**src/rtl/gc_relocator.sv**
```systemverilog
// Static wear-leveling GC relocator: queues cold victims, copies their valid
// pages into a free block, erases the victim and reports the erase.
module gc_relocator #(
   parameter int PAGES  = 64,
   parameter int PAGE_W = 6,
   parameter int BLK_W  = 12,
   parameter int QDEPTH = 4
) (
   input  logic                    clk,
   input  logic                    rst,
   input  logic                    gc_req_valid,
   input  logic [BLK_W-1:0]        gc_req_addr,
   output logic                    gc_req_ready,
   input  logic                    free_valid,
   input  logic [BLK_W-1:0]        free_addr,
   output logic                    free_ready,
   output logic                    vm_rd,
   output logic [BLK_W+PAGE_W-1:0] vm_addr,
   input  logic                    vm_rdata,
   output logic                    cmd_valid,
   input  logic                    cmd_ready,
   output logic [1:0]              cmd_op,
   output logic [BLK_W-1:0]        cmd_block,
   output logic [PAGE_W-1:0]       cmd_page,
   input  logic                    cmd_done,
   output logic                    erase_done_en,
   output logic [BLK_W-1:0]        erase_done_addr,
   output logic                    busy,
   output logic [15:0]             moved_cnt
);
   localparam int PTR_W = $clog2(QDEPTH);
   localparam logic [PTR_W:0] FULL = (PTR_W+1)'(QDEPTH);
   localparam logic [1:0] OP_RD = 2'b00, OP_PG = 2'b01, OP_ER = 2'b10;

   typedef enum logic [3:0] {
      IDLE, LOAD, CHECK, CHKWAIT, GETFREE, RD, RDWAIT, PG, PGWAIT, NEXT, ER, ERWAIT, REPORT
   } state_t;

   state_t state_q, state_d;

   logic [BLK_W-1:0]  mem_q [QDEPTH];
   logic [PTR_W-1:0]  wr_ptr_q, rd_ptr_q;
   logic [PTR_W:0]    count_q, count_d;
   logic              is_dup, push, pop;

   logic [BLK_W-1:0]  victim_q, victim_d, dst_q, dst_d;
   logic [PAGE_W-1:0] page_q, page_d, dst_page_q, dst_page_d;
   logic              have_free_q, have_free_d;
   logic [15:0]       moved_q, moved_d;

   logic                    vm_rd_q, vm_rd_d, free_ready_q, free_ready_d;
   logic [BLK_W+PAGE_W-1:0] vm_addr_q, vm_addr_d;
   logic                    cmd_valid_q, cmd_valid_d;
   logic [1:0]              cmd_op_q, cmd_op_d;
   logic [BLK_W-1:0]        cmd_block_q, cmd_block_d, erase_addr_q, erase_addr_d;
   logic [PAGE_W-1:0]       cmd_page_q, cmd_page_d;
   logic                    erase_en_q, erase_en_d, busy_q, busy_d;

   // A request matching a queued entry or the active victim is accepted but not stored.
   always_comb begin
      logic [PTR_W-1:0] off;
      off    = '0;
      is_dup = 1'b0;
      for (int i = 0; i < QDEPTH; i++) begin
         off = PTR_W'(i) - rd_ptr_q;
         if (({1'b0, off} < count_q) && (mem_q[i] == gc_req_addr)) is_dup = 1'b1;
      end
      if ((state_q != IDLE) && (victim_q == gc_req_addr)) is_dup = 1'b1;
   end

   assign gc_req_ready = (count_q != FULL);
   assign push    = gc_req_valid && gc_req_ready && !is_dup;
   assign pop     = (state_q == IDLE) && (count_q != '0);
   assign count_d = count_q + {{PTR_W{1'b0}}, push} - {{PTR_W{1'b0}}, pop};

   always_ff @(posedge clk or negedge rst) begin
      if (!rst) begin
         for (int i = 0; i < QDEPTH; i++) mem_q[i] <= '0;
         wr_ptr_q <= '0;
         rd_ptr_q <= '0;
         count_q  <= '0;
      end else begin
         if (push) begin
            mem_q[wr_ptr_q] <= gc_req_addr;
            wr_ptr_q        <= wr_ptr_q + 1'b1;
         end
         if (pop) rd_ptr_q <= rd_ptr_q + 1'b1;
         count_q <= count_d;
      end
   end

   always_ff @(posedge clk or negedge rst) begin
      if (!rst) begin
         state_q     <= IDLE;
         victim_q    <= '0;
         dst_q       <= '0;
         page_q      <= '0;
         dst_page_q  <= '0;
         have_free_q <= 1'b0;
         moved_q     <= '0;
      end else begin
         state_q     <= state_d;
         victim_q    <= victim_d;
         dst_q       <= dst_d;
         page_q      <= page_d;
         dst_page_q  <= dst_page_d;
         have_free_q <= have_free_d;
         moved_q     <= moved_d;
      end
   end

   // Flash command handshake: a command transfers on a cycle where cmd_valid and
   // cmd_ready are both high; until then every cmd field is held; one outstanding.
   always_comb begin
      state_d     = state_q;
      victim_d    = victim_q;
      dst_d       = dst_q;
      page_d      = page_q;
      dst_page_d  = dst_page_q;
      have_free_d = have_free_q;
      moved_d     = moved_q;
      case (state_q)
         IDLE:    if (count_q != '0) begin
                     victim_d = mem_q[rd_ptr_q];
                     state_d  = LOAD;
                  end
         LOAD:    begin
                     page_d      = '0;
                     have_free_d = 1'b0;
                     state_d     = CHECK;
                  end
         CHECK:   state_d = CHKWAIT;
         CHKWAIT: if (!vm_rdata)      state_d = NEXT;
                  else if (have_free_q) state_d = RD;
                  else                 state_d = GETFREE;
         GETFREE: if (free_valid) begin
                     dst_d       = free_addr;
                     dst_page_d  = '0;
                     have_free_d = 1'b1;
                     state_d     = RD;
                  end
         RD:      if (cmd_ready) state_d = RDWAIT;
         RDWAIT:  if (cmd_done)  state_d = PG;
         PG:      if (cmd_ready) state_d = PGWAIT;
         PGWAIT:  if (cmd_done) begin
                     dst_page_d = dst_page_q + 1'b1;
                     moved_d    = moved_q + 16'd1;
                     state_d    = NEXT;
                  end
         NEXT:    if (page_q == PAGE_W'(PAGES - 1)) state_d = ER;
                  else begin
                     page_d  = page_q + 1'b1;
                     state_d = CHECK;
                  end
         ER:      if (cmd_ready) state_d = ERWAIT;
         ERWAIT:  if (cmd_done)  state_d = REPORT;
         REPORT:  state_d = IDLE;
         default: state_d = IDLE;
      endcase
   end

   // Outputs are registered from the next state so they line up with the state they belong to.
   always_comb begin
      vm_rd_d     = (state_d == CHECK);
      vm_addr_d   = vm_addr_q;
      if (vm_rd_d) vm_addr_d = {victim_d, page_d};
      cmd_valid_d = 1'b0;
      cmd_op_d    = cmd_op_q;
      cmd_block_d = cmd_block_q;
      cmd_page_d  = cmd_page_q;
      case (state_d)
         RD: begin
            cmd_valid_d = 1'b1; cmd_op_d = OP_RD; cmd_block_d = victim_d; cmd_page_d = page_d;
         end
         PG: begin
            cmd_valid_d = 1'b1; cmd_op_d = OP_PG; cmd_block_d = dst_d; cmd_page_d = dst_page_d;
         end
         ER: begin
            cmd_valid_d = 1'b1; cmd_op_d = OP_ER; cmd_block_d = victim_d; cmd_page_d = '0;
         end
         default: ;
      endcase
      free_ready_d = (state_q == GETFREE) && free_valid;
      erase_en_d   = (state_d == REPORT);
      erase_addr_d = erase_addr_q;
      if (erase_en_d) erase_addr_d = victim_d;
      busy_d       = (state_d != IDLE) || (count_d != '0);
   end

   always_ff @(posedge clk or negedge rst) begin
      if (!rst) begin
         vm_rd_q      <= 1'b0;
         vm_addr_q    <= '0;
         free_ready_q <= 1'b0;
         cmd_valid_q  <= 1'b0;
         cmd_op_q     <= '0;
         cmd_block_q  <= '0;
         cmd_page_q   <= '0;
         erase_en_q   <= 1'b0;
         erase_addr_q <= '0;
         busy_q       <= 1'b0;
      end else begin
         vm_rd_q      <= vm_rd_d;
         vm_addr_q    <= vm_addr_d;
         free_ready_q <= free_ready_d;
         cmd_valid_q  <= cmd_valid_d;
         cmd_op_q     <= cmd_op_d;
         cmd_block_q  <= cmd_block_d;
         cmd_page_q   <= cmd_page_d;
         erase_en_q   <= erase_en_d;
         erase_addr_q <= erase_addr_d;
         busy_q       <= busy_d;
      end
   end

   assign vm_rd           = vm_rd_q;
   assign vm_addr         = vm_addr_q;
   assign free_ready      = free_ready_q;
   assign cmd_valid       = cmd_valid_q;
   assign cmd_op          = cmd_op_q;
   assign cmd_block       = cmd_block_q;
   assign cmd_page        = cmd_page_q;
   assign erase_done_en   = erase_en_q;
   assign erase_done_addr = erase_addr_q;
   assign busy            = busy_q;
   assign moved_cnt       = moved_q;
endmodule

```
**config.mk**
```make
export PLATFORM = sky130hd
export DESIGN_NAME = gc_relocator
export DESIGN_NICKNAME = d
export VERILOG_FILES = /design/src/rtl/gc_relocator.sv
export SDC_FILE = /design/constraint.sdc
export NUM_CORES = 1
export LEC_CHECK = 0
export CORE_ASPECT_RATIO = 1.25
export CORE_MARGIN = 3
export CORE_UTILIZATION = 56
export DETAILED_ROUTE_END_ITERATION = 8
export GPL_TIMING_DRIVEN = 0
export PLACE_DENSITY_LB_ADDON = 0.15
export SYNTH_ARGS = -nofsm -noshare
export SYNTH_HDL_FRONTEND = slang
export SYNTH_SLANG_ARGS = --single-unit
```
**constraint.sdc**
```tcl
create_clock -name clk -period 5.4 [get_ports clk]
set_input_delay 1.08 -clock clk [delete_from_list [all_inputs] [get_ports clk]]
set_output_delay 1.08 -clock clk [all_outputs]
set_load 0.02 [all_outputs]
```
==> results.toml, run 1 <==
[status]
outcome = "complete, no violations"

[timing]
hold_violations = 0
fmaxAchievable_mhz = 224
fin_crit_ns = 4.46
drv_slew = 0
grt_setup_unrepaired = "no"
fin_crit_sh_pct = 82.7
clock_skew_ns = 0.00862
setup_violations = 0
maxSlewHeadroom_pct = 42.8
setup_slack_ns = 0.937
tightest_slew_ns = 0.858

[setup_path]
endpoint_kind = "flip-flop"
slowest_stage = "buf_1"
path_cells = "buf_2 > buf_1 > xor2_1 > inv_1 > ha_1 > a21oi_1 > o211ai_1 > o22ai_1 > nor3_2 > inv_1 > ha_1 > inv_1 > ha_1 > fa_1 > xnor2_1 > xnor2_1 > nor4_1 > nand3_1"
path_class = "flip-flop to flip-flop"
cp_num_buf_inv = 5
slowest_delay_ns = 0.69
cp.arrival_ns = 4.76
startpoint_type = "flip-flop"
required_ns = 5.70
path_delay_family = "buffers and inverters"
path_max_fanout = 10

[grt]
grt_pass1_vias = 5865
grt_max_degree = 85
grt.total_usage_pct = 25.5
grt-ovfl-total = 0
grt_pass1_wl_um = 31500
antenna_found_initial = 0

[synthesis]
ys_seq_elements = 167
syn_avg_cell_area_sq_um = 11.9
synth_cell_types = 56
async_flop_share_pct = 100
synth-main-ff-cell = "dfrtp_1"
netlist_instances = 682
synth_area_sq_um = 8120
ys_warn_count = 0
synth-edff-count = 0
syn-num-nets = 727
seq_area_frac_synth_pct = 51.5

[die]
io_pins = 103
initial_core_util_pct = 58.0
die_area_sq_um = 16000
die_x_um = 114
die_y_um = 141
std_cell_rows = 48
core_area_sq_um = 14000

[clock_tree]
clk-insertion-delay-late_ns = 0.43
ctsHoldBuffers = 0
clockBufferDepth = 2
clockRootBuffer = "clkbuf_16"
tritoncts = "built"
cts_resized = 0
cts_num_sinks = 167
h-tree-depth = 4
post_cts_buffers = 0
cts_made_buffers = 17
clkTransAtPathRegs_ns = 0.07

[routing]
wl_um = 19500
wl_per_cell_um = 19.9
drc = 0
via_count = 5713
via_per_inst = 5.83
dr.pass1.iters = 5
drt_iter0_markers = 358
ant_nets = 0

[power]
power.net_switching_mw = 2.55
p_seq_share_pct = 34.0
p_clk_share_pct = 17.8
p_int_mw = 3.93
power_switching_share_pct = 39.3
p_per_area_nw_per_um2 = 659
ir_worst_vdd_uv = 375
comb_power_share_pct = 48.2
p_leak_nw = 4.31

[run]
drv_cap = 0

[worst_hold_path]
hold_class = "flip-flop to flip-flop"

[placed_design]
dp_cells = 948
place_ws_ns = 0.874
place_hpwl_um = 13900
gp_congestion = 0.923
io_buffers = 90

[layout]
nets = 837
final_cells = 980
regArea_sq_um = 4180
fillers = 1028
drive_gt1_share_pct = 21.7
antenna_cells = 0
area_growth_pct = 21.2
multi_input_area_sq_um = 3650
## synthesized netlist by cell type (all sizes together), types with 2 or more instances
master	instances	area share [%]
mux2i	3	0.37
o22a	2	0.22
nor4	12	0.92
inv	17	0.79
nor2	35	1.7
clkbuf	7	0.32
a22oi	16	1.5
and3	5	0.39
buf	34	2.5
a21o	3	0.28
o2bb2ai	2	0.22
a31oi	2	0.15
a21oi	32	2.0
nand2	63	3.0
nor2b	3	0.23
ha	13	2.0
dfrtp	167	51
nor3	6	0.43
a22o	4	0.43
mux4	12	3.3
xor2	47	5.1
nand4	11	0.85
o21ai	13	0.80
mux2	90	13
xnor2	34	3.7
nand3	15	0.92
nand2b	5	0.39
and4	2	0.22
and2	7	0.54
o211ai	3	0.28
## power by group through the flow
stage	sequential (mW)	clock, mW	combinational, mW
after floorplan	2.33	0	1.91
after global placement	2.18	0	3.02
after detailed placement	2.21	0	3.10
after CTS	2.20	1.17	3.14
after global routing	2.26	1.24	3.38
final	2.20	1.15	3.13
## logic make-up (layout without fill, tap and decap cells)
kind of cell	after synthesis	after routing	share of synthesized area [%]
AO/OA/AOI/OAI	88	88	7.21
XOR/XNOR	81	81	8.74
adder cells (fa/ha/maj)	14	14	2.25
buffers and inverters	58	181	3.59
flip-flops	167	167	51.5
multiplexers	105	105	16.5
AND/OR/NAND/NOR	169	169	10.2
## tightest hold or removal path: cells and delay by family, from the launching register on
family / cells / cell delay, ns
simple gates: 2 / 0.12
flops: 1 / 0.32
## registers in the layout (all words and copies together), names as in the netlist, 2 cells and up
signal,count
count_q,3
cmd_block,12
erase_done_addr,12
rd_ptr_q,2
vm_addr,18
cmd_op,2
mem_q,48
dst_page_q,6
wr_ptr_q,2
state_q,4
dst_q,12
cmd_page,6
page_q,6
victim_q,12
moved_cnt,16
## per-layer routing
metal / vias to the layer above / track usage [%] / part of all wire (%)
met5: - / 0 / 0
met4: 0 / 9.56 / 2.9
met3: 39 / 5.15 / 4.4
met2: 167 / 43.5 / 52
met1: 2892 / 32.0 / 41
li1: 2615 / - / -
## cell type report
cell class | count | share of cell area [%]
multi-input combinational | 457 | 37.1
sequential | 167 | 42.5
clock inverter | 13 | 1.25
timing repair buffer | 91 | 9.49
inverter | 17 | 0.649
tap | 175 | 2.23
buffer | 41 | 2.31
clock buffer | 19 | 4.50
## per-stage QoR
step | util [%] | area [sq um] | hold slack (ns) | TNS, ns | power, mW
floorplan | - | 8120 | 0.434 | 0 | 4.25
global placement | 66.0 | 9240 | 0.455 | -543.36 | 5.20
detailed placement | 66.3 | 9270 | 0.459 | 0 | 5.31
CTS | 70.3 | 9840 | 0.475 | 0 | 6.51
global route | 70.3 | 9840 | 0.487 | 0 | 6.88
finish | 70.3 | 9840 | 0.476 | 0 | 6.48
## worst paths after layout
check / from / end / slack (ns) / cells past startpoint
max in group asynchronous: rst / victim_q[2] / 3.94 / 2
worst min-delay path: dst_q[11] / dst_q[11] / 0.48 / 2
worst max register to register: rd_ptr_q[0] / busy / 0.94 / 18
worst max-delay path: rd_ptr_q[0] / busy / 0.94 / 18
worst min register to register: dst_q[11] / dst_q[11] / 0.48 / 2
min in group asynchronous: rst / page_q[2] / 0.64 / 1
## cell usage in the layout, fill, tap and decap left out, types with 4 or more instances in the layout
master	synthesis	layout
a21oi_1	32	32
nand3_1	15	15
buf_4	8	8
inv_1	16	16
nand2b_1	5	5
clkdlybuf4s50_1	0	89
nor3_1	5	5
mux2_4	8	8
a22o_1	4	4
ha_1	13	13
nand4_1	11	11
mux2_2	82	82
dfrtp_1	167	167
clkinvlp_4	0	4
and2_1	7	7
xor2_1	47	47
o21ai_0	13	13
clkbuf_1	7	8
mux4_2	12	12
xnor2_1	34	34
clkbuf_16	0	17
a22oi_1	16	16
nor2_1	34	34
nor4_1	12	12
buf_2	23	23
and3_1	5	5
nand2_1	61	61
Power figures use the tool's default switching activity.
==> run 2: changes to the inputs <==
Settings changed: CORE_UTILIZATION 56 to 50.
Clock period 5.4 ns to 3.6 ns, I/O delays scaled along.
==> run 2 against run 1 <==
  * Sequential power is 49% higher
  * Largest power group unchanged
  * Global-route usage is 3.3 points lower
  * Critical endpoint unchanged
  * First-iteration DRC count is 25% higher
  * Critical path type unchanged
==> results.toml, run 2 (same netlist as run 1, synthesis figures left out) <==
[status]
outcome = "complete, no violations"

[routing]
wl_per_cell_um = 18.6
dr.pass1.iters = 5
drc = 0
ant_nets = 0
top_layer_used = "met4"
via_per_inst = 5.51
wl_met2_um = 9940
met3_length_um = 802
wl_um = 19000
m1WireLength_um = 7880
drt_iter0_markers = 446
via_count = 5643

[power]
p_leak_nw = 4.39
ir_worst_vdd_uv = 427
p_per_area_nw_per_um2 = 989

[timing]
fin_crit_ns = 3.40
fin_tns_setup_ns = 0
setup_violations = 0
setup_slack_ns = 0.202
clock_skew_ns = 0.0107
grt_setup_unrepaired = "no"
hold_violations = 0
drv_slew = 0
fin_crit_sh_pct = 94.4
tightest_slew_ns = 0.689
fmaxAchievable_mhz = 294
maxSlewHeadroom_pct = 53.7

[layout]
largest_reg_flops = 48
top_register = "mem_q"
fin_area_sq_um = 10000
final_cell_mix = "dfrtp_1, clkdlybuf4s50_1, mux2_2"
layout_commonest_cell = "dfrtp_1"
antenna_cells = 0
fillers = 1278
drive_gt1_share_pct = 23.9
nets = 844
area_growth_pct = 23.6

[grt]
grt_pass1_vias = 5707
antenna_found_initial = 0
grt_pass1_wl_um = 30800
grt_max_degree = 98
grt.total_usage_pct = 22.1
grt-ovfl-total = 0

[clock_tree]
cts_made_buffers = 17
clkTransAtPathRegs_ns = 0.06
cts_num_sinks = 167
clockBufferDepth = 2
clockRootBuffer = "clkbuf_16"
h-tree-depth = 4
clk-insertion-delay-late_ns = 0.43
tritoncts = "built"
ctsHoldBuffers = 0

[setup_path]
crit_top_cell = "inv_1"
slowest_delay_ns = 0.38
slowest_stage = "fa_2"
path_max_fanout = 14
endpoint_kind = "flip-flop"
required_ns = 3.90
path_class = "flip-flop to flip-flop"
path_cells = "buf_8 > xor2_2 > inv_1 > ha_1 > a21oi_1 > o211ai_1 > o22ai_2 > nor3_4 > inv_1 > ha_1 > inv_1 > ha_2 > fa_2 > xnor2_2 > xnor2_2 > nor4_2 > nand3_1"
startpoint_type = "flip-flop"
cp.arrival_ns = 3.70

[worst_hold_path]
hold_class = "primary input to async pin"

[die]
die_y_um = 148
io_pins = 103
core_area_sq_um = 15800
die_area_sq_um = 17800
die_x_um = 120
initial_core_util_pct = 51.5
std_cell_rows = 51

[placed_design]
postPlaceCellArea_sq_um = 9320
place_ws_ns = -0.748
place_hpwl_um = 13900
gp_congestion = 0.958
io_buffers = 90

[run]
drv_cap = 0
==> run 2: cell type report <==
cell class                 count  area (sq um)  share of cell area, %
buffer                        39           230                   2.29
sequential                   167          4180                   41.7
inverter                      17          63.8                  0.636
clock inverter                15           169                   1.68
clock buffer                  17           425                   4.24
tap                          212           265                   2.64
timing repair buffer         100          1000                   9.97
multi-input combinational    457          3700                   36.9
==> run 2: power by group <==
part	leakage [nW]	switching, mW	internal, mW
clock network	0.288	0.797	1.04
logic	2.02	2.46	2.35
registers	2.07	0.586	2.69
==> run 2: through the flow <==
stage	total power, mW	hold slack [ns]	std cells	util [%]
2_1_floorplan	6.37	0.424	682	-
3_3_place_gp	7.80	0.455	984	58.9
3_5_place_dp	7.94	0.459	985	59.1
4_1_cts	9.89	0.264	1019	63.3
5_1_grt	10.5	0.269	1024	63.7
6_report	9.93	0.242	1024	63.7
==> run 2: final timing paths <==
check,start,end,slack (ns),cells after the start
worst min register to register,moved_cnt[15],moved_cnt[15],0.47,1
min in group clk,moved_cnt[15],moved_cnt[15],0.47,1
worst min-delay path,rst,moved_cnt[5],0.24,1
worst max register to register,rd_ptr_q[0],busy,0.20,17
worst max-delay path,rd_ptr_q[0],busy,0.20,17
max in group asynchronous,rst,erase_done_addr[8],2.49,2
==> run 2: per-layer routing <==
layer	track usage (%)	vias to the layer above
met2	37.9	144
li1	-	2627
met3	4.03	24
met5	0	-
met1	28.3	2848
met4	7.91	0
==> run 2: what timing repair did <==
action | in CTS | in global routing
resized for setup | 14 | 8
endpoints found under the setup margin | 3 | 1
pin swaps | 3 | 10
buffers inserted | 2 | 7
==> run 2: critical path: cells and delay by family, from the launching register on <==
kind / cells / cell delay, ns
adders and majority gates: 4 / 1.11
and+or+nand+nor: 3 / 0.52
xor gates and xnor gates: 3 / 0.48
AOI/OAI and AO/OA: 3 / 0.42
buffers and inverters: 4 / 0.36
DFF: 1 / 0.36
==> run 3: changes to the inputs <==
Settings changed: CORE_MARGIN 3 to 8.
==> run 3 against run 2 <==
  * Core utilization fell by 1.4 points
  * Global-route usage decreased by 2.3 points
  * Combinational power grew 2%
  * First-iteration DRC count down 4.3%
  * Clock skew decreased by 0.0016 ns
  * Critical endpoint unchanged
  * Largest cell class unchanged
  * Highest routed layer unchanged
==> results.toml, run 3 (same netlist as run 1, synthesis figures left out) <==
[layout]
drive_gt1_share_pct = 23.6
fillers = 1308
nets = 844
final_cell_mix = "dfrtp_1, clkdlybuf4s50_1, mux2_2"
area_growth_pct = 23.3
largest_reg_flops = 48
layout_commonest_cell = "dfrtp_1"
fin_util_pct = 62.3
top_register = "mem_q"
antenna_cells = 0

[grt]
grt-ovfl-total = 0
grt_pass1_vias = 5931
grt.total_usage_pct = 19.9
antenna_found_initial = 0
grt_max_degree = 95
grt_pass1_wl_um = 31500

[routing]
wl_um = 19700
drc = 0
dr.pass1.iters = 5
via_count = 5607
drt_iter0_markers = 427
via_per_inst = 5.46
ant_nets = 0
wl_per_cell_um = 19.2

[timing]
fmaxAchievable_mhz = 289
clock_skew_ns = 0.00908
hold_violations = 0
tightest_slew_ns = 0.682
fin_crit_sh_pct = 96.0
drv_slew = 0
fin_crit_ns = 3.45
setup_violations = 0
grt_setup_unrepaired = "yes"
hold_ws_ns = 0.254
maxSlewHeadroom_pct = 54.2

[die]
die_area_sq_um = 20600
std_cell_rows = 52
initial_core_util_pct = 50.5
die_y_um = 158
io_pins = 103
die_x_um = 130
core_area_sq_um = 16100

[setup_path]
path_class = "flip-flop to flip-flop"
required_ns = 3.90
startpoint_type = "flip-flop"
endpoint_kind = "flip-flop"
cp.arrival_ns = 3.75
slowest_stage = "dfrtp_1"
crit_top_cell = "inv_1"
path_max_fanout = 5
slowest_delay_ns = 0.38
path_cells = "buf_6 > buf_12 > xor2_4 > inv_2 > ha_4 > a21oi_2 > o211ai_1 > o22ai_2 > nor3_4 > inv_1 > ha_1 > inv_1 > ha_2 > fa_2 > xnor2_2 > xnor2_1 > nor4_2 > nand3_1"

[power]
p_leak_nw = 4.35
p_per_area_nw_per_um2 = 986
p_seq_share_pct = 33.3
ir_worst_vdd_uv = 455
power.net_switching_mw = 3.84
total_power_mw = 9.87
power_switching_share_pct = 39.0
comb_power_share_pct = 49.7
p_clk_share_pct = 17.0
p_int_mw = 6.03

[placed_design]
place_hpwl_um = 14600
gp_congestion = 0.881
io_buffers = 90

[clock_tree]
tritoncts = "built"
clockRootBuffer = "clkbuf_16"
clkTransAtPathRegs_ns = 0.06
clk-insertion-delay-late_ns = 0.43
clockBufferDepth = 2
cts_made_buffers = 17
cts_num_sinks = 167
h-tree-depth = 4

[worst_hold_path]
hold_class = "primary input to async pin"

[run]
drv_cap = 0

[status]
outcome = "complete, no violations"
==> run 3: layer usage <==
metal  vias up  track usage (%)  share of wire [%]
li1       2618                -                  -
met4         0             6.65                2.3
met2       140             35.8                 53
met3        31             4.32                4.7
met5         -                0                  0
met1      2818             22.9                 40
==> run 3: layout make-up <==
class                   instances  area (sq um)  area share (%)
plain buffers                  41           262            2.61
clock buffers                  20           437            4.36
clock inverters                10          98.8           0.987
inverters                      17          63.8           0.637
multi-input cells             457          3720            37.1
flip-flops and latches        167          4180            41.7
well taps                     216           270            2.70
repair buffers                 98           986            9.85
==> run 3: final timing paths <==
check	start	end	slack, ns	cells after the start
worst min register to register	dst_q[11]	dst_q[11]	0.47	2
worst max-delay path	rd_ptr_q[0]	busy	0.15	18
worst min-delay path	rst	moved_cnt[6]	0.25	1
worst max register to register	rd_ptr_q[0]	busy	0.15	18
min in group clk	dst_q[11]	dst_q[11]	0.47	2
max in group asynchronous	rst	free_ready	2.49	2
==> run 3: power by group through the flow <==
| stage | Sequential [mW] | Combinational (mW) | Clock, mW |
|---|---|---|---|
| after floorplan | 3.50 | 2.87 | 0 |
| after global placement | 3.28 | 4.53 | 0 |
| after detailed placement | 3.32 | 4.68 | 0 |
| after CTS | 3.29 | 4.75 | 1.71 |
| after global routing | 3.39 | 5.28 | 1.79 |
| final | 3.28 | 4.91 | 1.68 |
==> run 3: metrics by stage <==
stage	cells	setup TNS [ns]	instance area (sq um)	setup WS (ns)
after floorplan	682	0	8120	0.0761
after global placement	988	-797.04	9290	-4.78
after detailed placement	989	-1.56	9330	-0.844
after CTS	1020	0	9900	0.0294
after global routing	1026	-0.105	10000	-0.105
final	1026	0	10000	0.145
==> run 3: worst max-delay path: cells and delay by family (launching register included) <==
kind | cells | cell delay (ns)
AO/OA/AOI/OAI | 3 | 0.39
XOR/XNOR | 3 | 0.47
adder cells (fa/ha/maj) | 4 | 1.07
buffers and inverters | 5 | 0.45
flip-flops | 1 | 0.38
AND/OR/NAND/NOR | 3 | 0.59
==> run 3: timing repair <==
item,4_1_cts,5_1_grt
hold buffers,0,0
buffers inserted,1,6
pin swaps,1,11
endpoints found under the setup margin,43,1
resized for setup,9,15
==> variant: new RTL, flow settings as in run 1 <==
The parameter `BLK_W` goes from 12 to 16.
--- a/src/rtl/gc_relocator.sv
+++ b/src/rtl/gc_relocator.sv
@@ -3,7 +3,7 @@
 module gc_relocator #(
    parameter int PAGES  = 64,
    parameter int PAGE_W = 6,
-   parameter int BLK_W  = 12,
+   parameter int BLK_W  = 16,
    parameter int QDEPTH = 4
 ) (
    input  logic                    clk,
Ports: changed (5 resized); port bits go from 103 to 123. No check against the original RTL was run, so the function may have changed too.
==> variant against run 1 <==
  * Worst hold slack gained 0.015 ns
  * First-iteration DRC count rose by 70%
  * Largest cell class unchanged
  * Critical endpoint unchanged
  * Power is 19% higher
  * Setup slack got worse by 0.39 ns
  * Critical path depth unchanged
  * Wire length is 27% higher
  * Sequential cell count grew 36
  * Design area up 24%
  * Sequential power up 21%
  * Area after synthesis rose by 24%
  * Synthesized cell count rose by 15%
==> variant: results (changes against run 1) <==
| Metric | Value |
|---|---|
| Worst slack, placed | `0.559 ns (-0.315 ns)` |
| Largest net degree at the start of global routing | `123 (+45%)` |
| Seq_cells | `203 (+22%)` |
| Dpl hpwl | `17500 um (+26%)` |
| Vias per cell | `5.95 (+2.0%)` |
| M1 wire length | `9810 um (+24%)` |
| Routability cong. | `0.880 (-4.7%)` |
| Worst-case clock skew | `0.0133 ns (+0.00472 ns)` |
| Multi-input gates | `507 (+11%)` |
| Net count, final | `967 (+16%)` |
| M1 GR Usage | `31.3% (-0.74 points)` |
| Synth Net Count | `836 (+15%)` |
| Nonclk inv count | `28 (+11)` |
| Synth top area cells | `dfrtp_1, mux2_2, xor2_1` |
| Top cells by count, synth | `dfrtp_1, mux2_2, xor2_1` |
| Hold Slack | `0.491 ns (+0.0155 ns)` |
| Relative slew margins | `30.0% (-13 points)` |
| R2R Path Start | `rd_ptr_q[1]` |
| Synth Area in XOR/XNOR | `8.76% (+0.020 points)` |
| Fraction of area in multi-input gates | `38.0% (+0.91 points)` |
| Post-Layout Cell Count | `1152 (+18%)` |
| Hold path start | `moved_cnt[15]` |
| Final worst slack | `0.544 ns (-0.392 ns)` |
| Placed cell count | `1114 (+18%)` |
| Worst vdd ir | `0.416 mV (+11%)` |
| P_clk | `0.00152 W (+32%)` |
| WL met2 | `12900 um (+27%)` |
| Placed cell area | `0.0115 mm^2 (+24%)` |
| Worst skew pair latency | `0.50 ns (+0.07 ns)` |
| Met2 usage | `44.7% (+1.2 points)` |
| Hold EP | `moved_cnt[15]` |
| Overall power | `0.00773 W (+19%)` |
| Vias in the first global route | `7207 (+23%)` |
| H-tree levels | `1 (-3)` |
| Fillers | `1276 (+24%)` |
| Drt initial violations | `609 (+70%)` |
| Status | `completed` |
| Sequential power | `0.00266 W (+21%)` |
| First-pass GRT wire length | `39400 um (+25%)` |
| Clk buf depth | `3 (+1)` |
| Synth Area in Adders | `1.81% (-0.44 points)` |
| Layout cells sized above 1 | `23.6% (+1.9 points)` |
| Worst Hold Depth | `1 (-1)` |
| Leakage power | `5.29 nW (+23%)` |
| Arrival @ worst endpoint | `5.19 ns (+0.43 ns)` |
| # clk buffers | `31 (+12)` |
| Syn Area/Cell | `12.9 um^2 (+8.4%)` |
| FF+latch area | `0.00508 mm^2 (+22%)` |
| Met3 usage | `4.38% (-0.77 points)` |
| DR top layer | `met5` |
| Area occupied by multi-input gates | `0.00464 mm^2 (+27%)` |
## variant: cell types whose count changed after synthesis, moves of 14 or more
cell and change:
xnor2_1 -14, xor2_1 +34, dfrtp_1 +36, nor2_1 -17
a22oi_1 -16, mux2_2 +21, a221o_1 +16, nand2_1 -40
mux2_1 +32
## variant: critical path, cell delays in order (launching register included)
cell and delay [ns]:
dfrtp_1 0.36, clkbuf_1 0.56, buf_1 0.67, inv_1 0.11
ha_1 0.34, a21oi_1 0.16, nor2_1 0.06, o211ai_1 0.21
o22ai_2 0.21, nor3_1 0.42, inv_1 0.09, ha_1 0.29
inv_1 0.04, ha_1 0.18, fa_1 0.38, xor2_1 0.16
xnor2_1 0.16, nor3_1 0.15, nand4_1 0.12
## variant: cells by family after synthesis
kind of cell | Yosys count
AOI/OAI and AO/OA | 83
xor gates and xnor gates | 101
adders and majority gates | 14
buffers and inverters | 73
DFF | 203
muxes | 159
and+or+nand+nor | 150
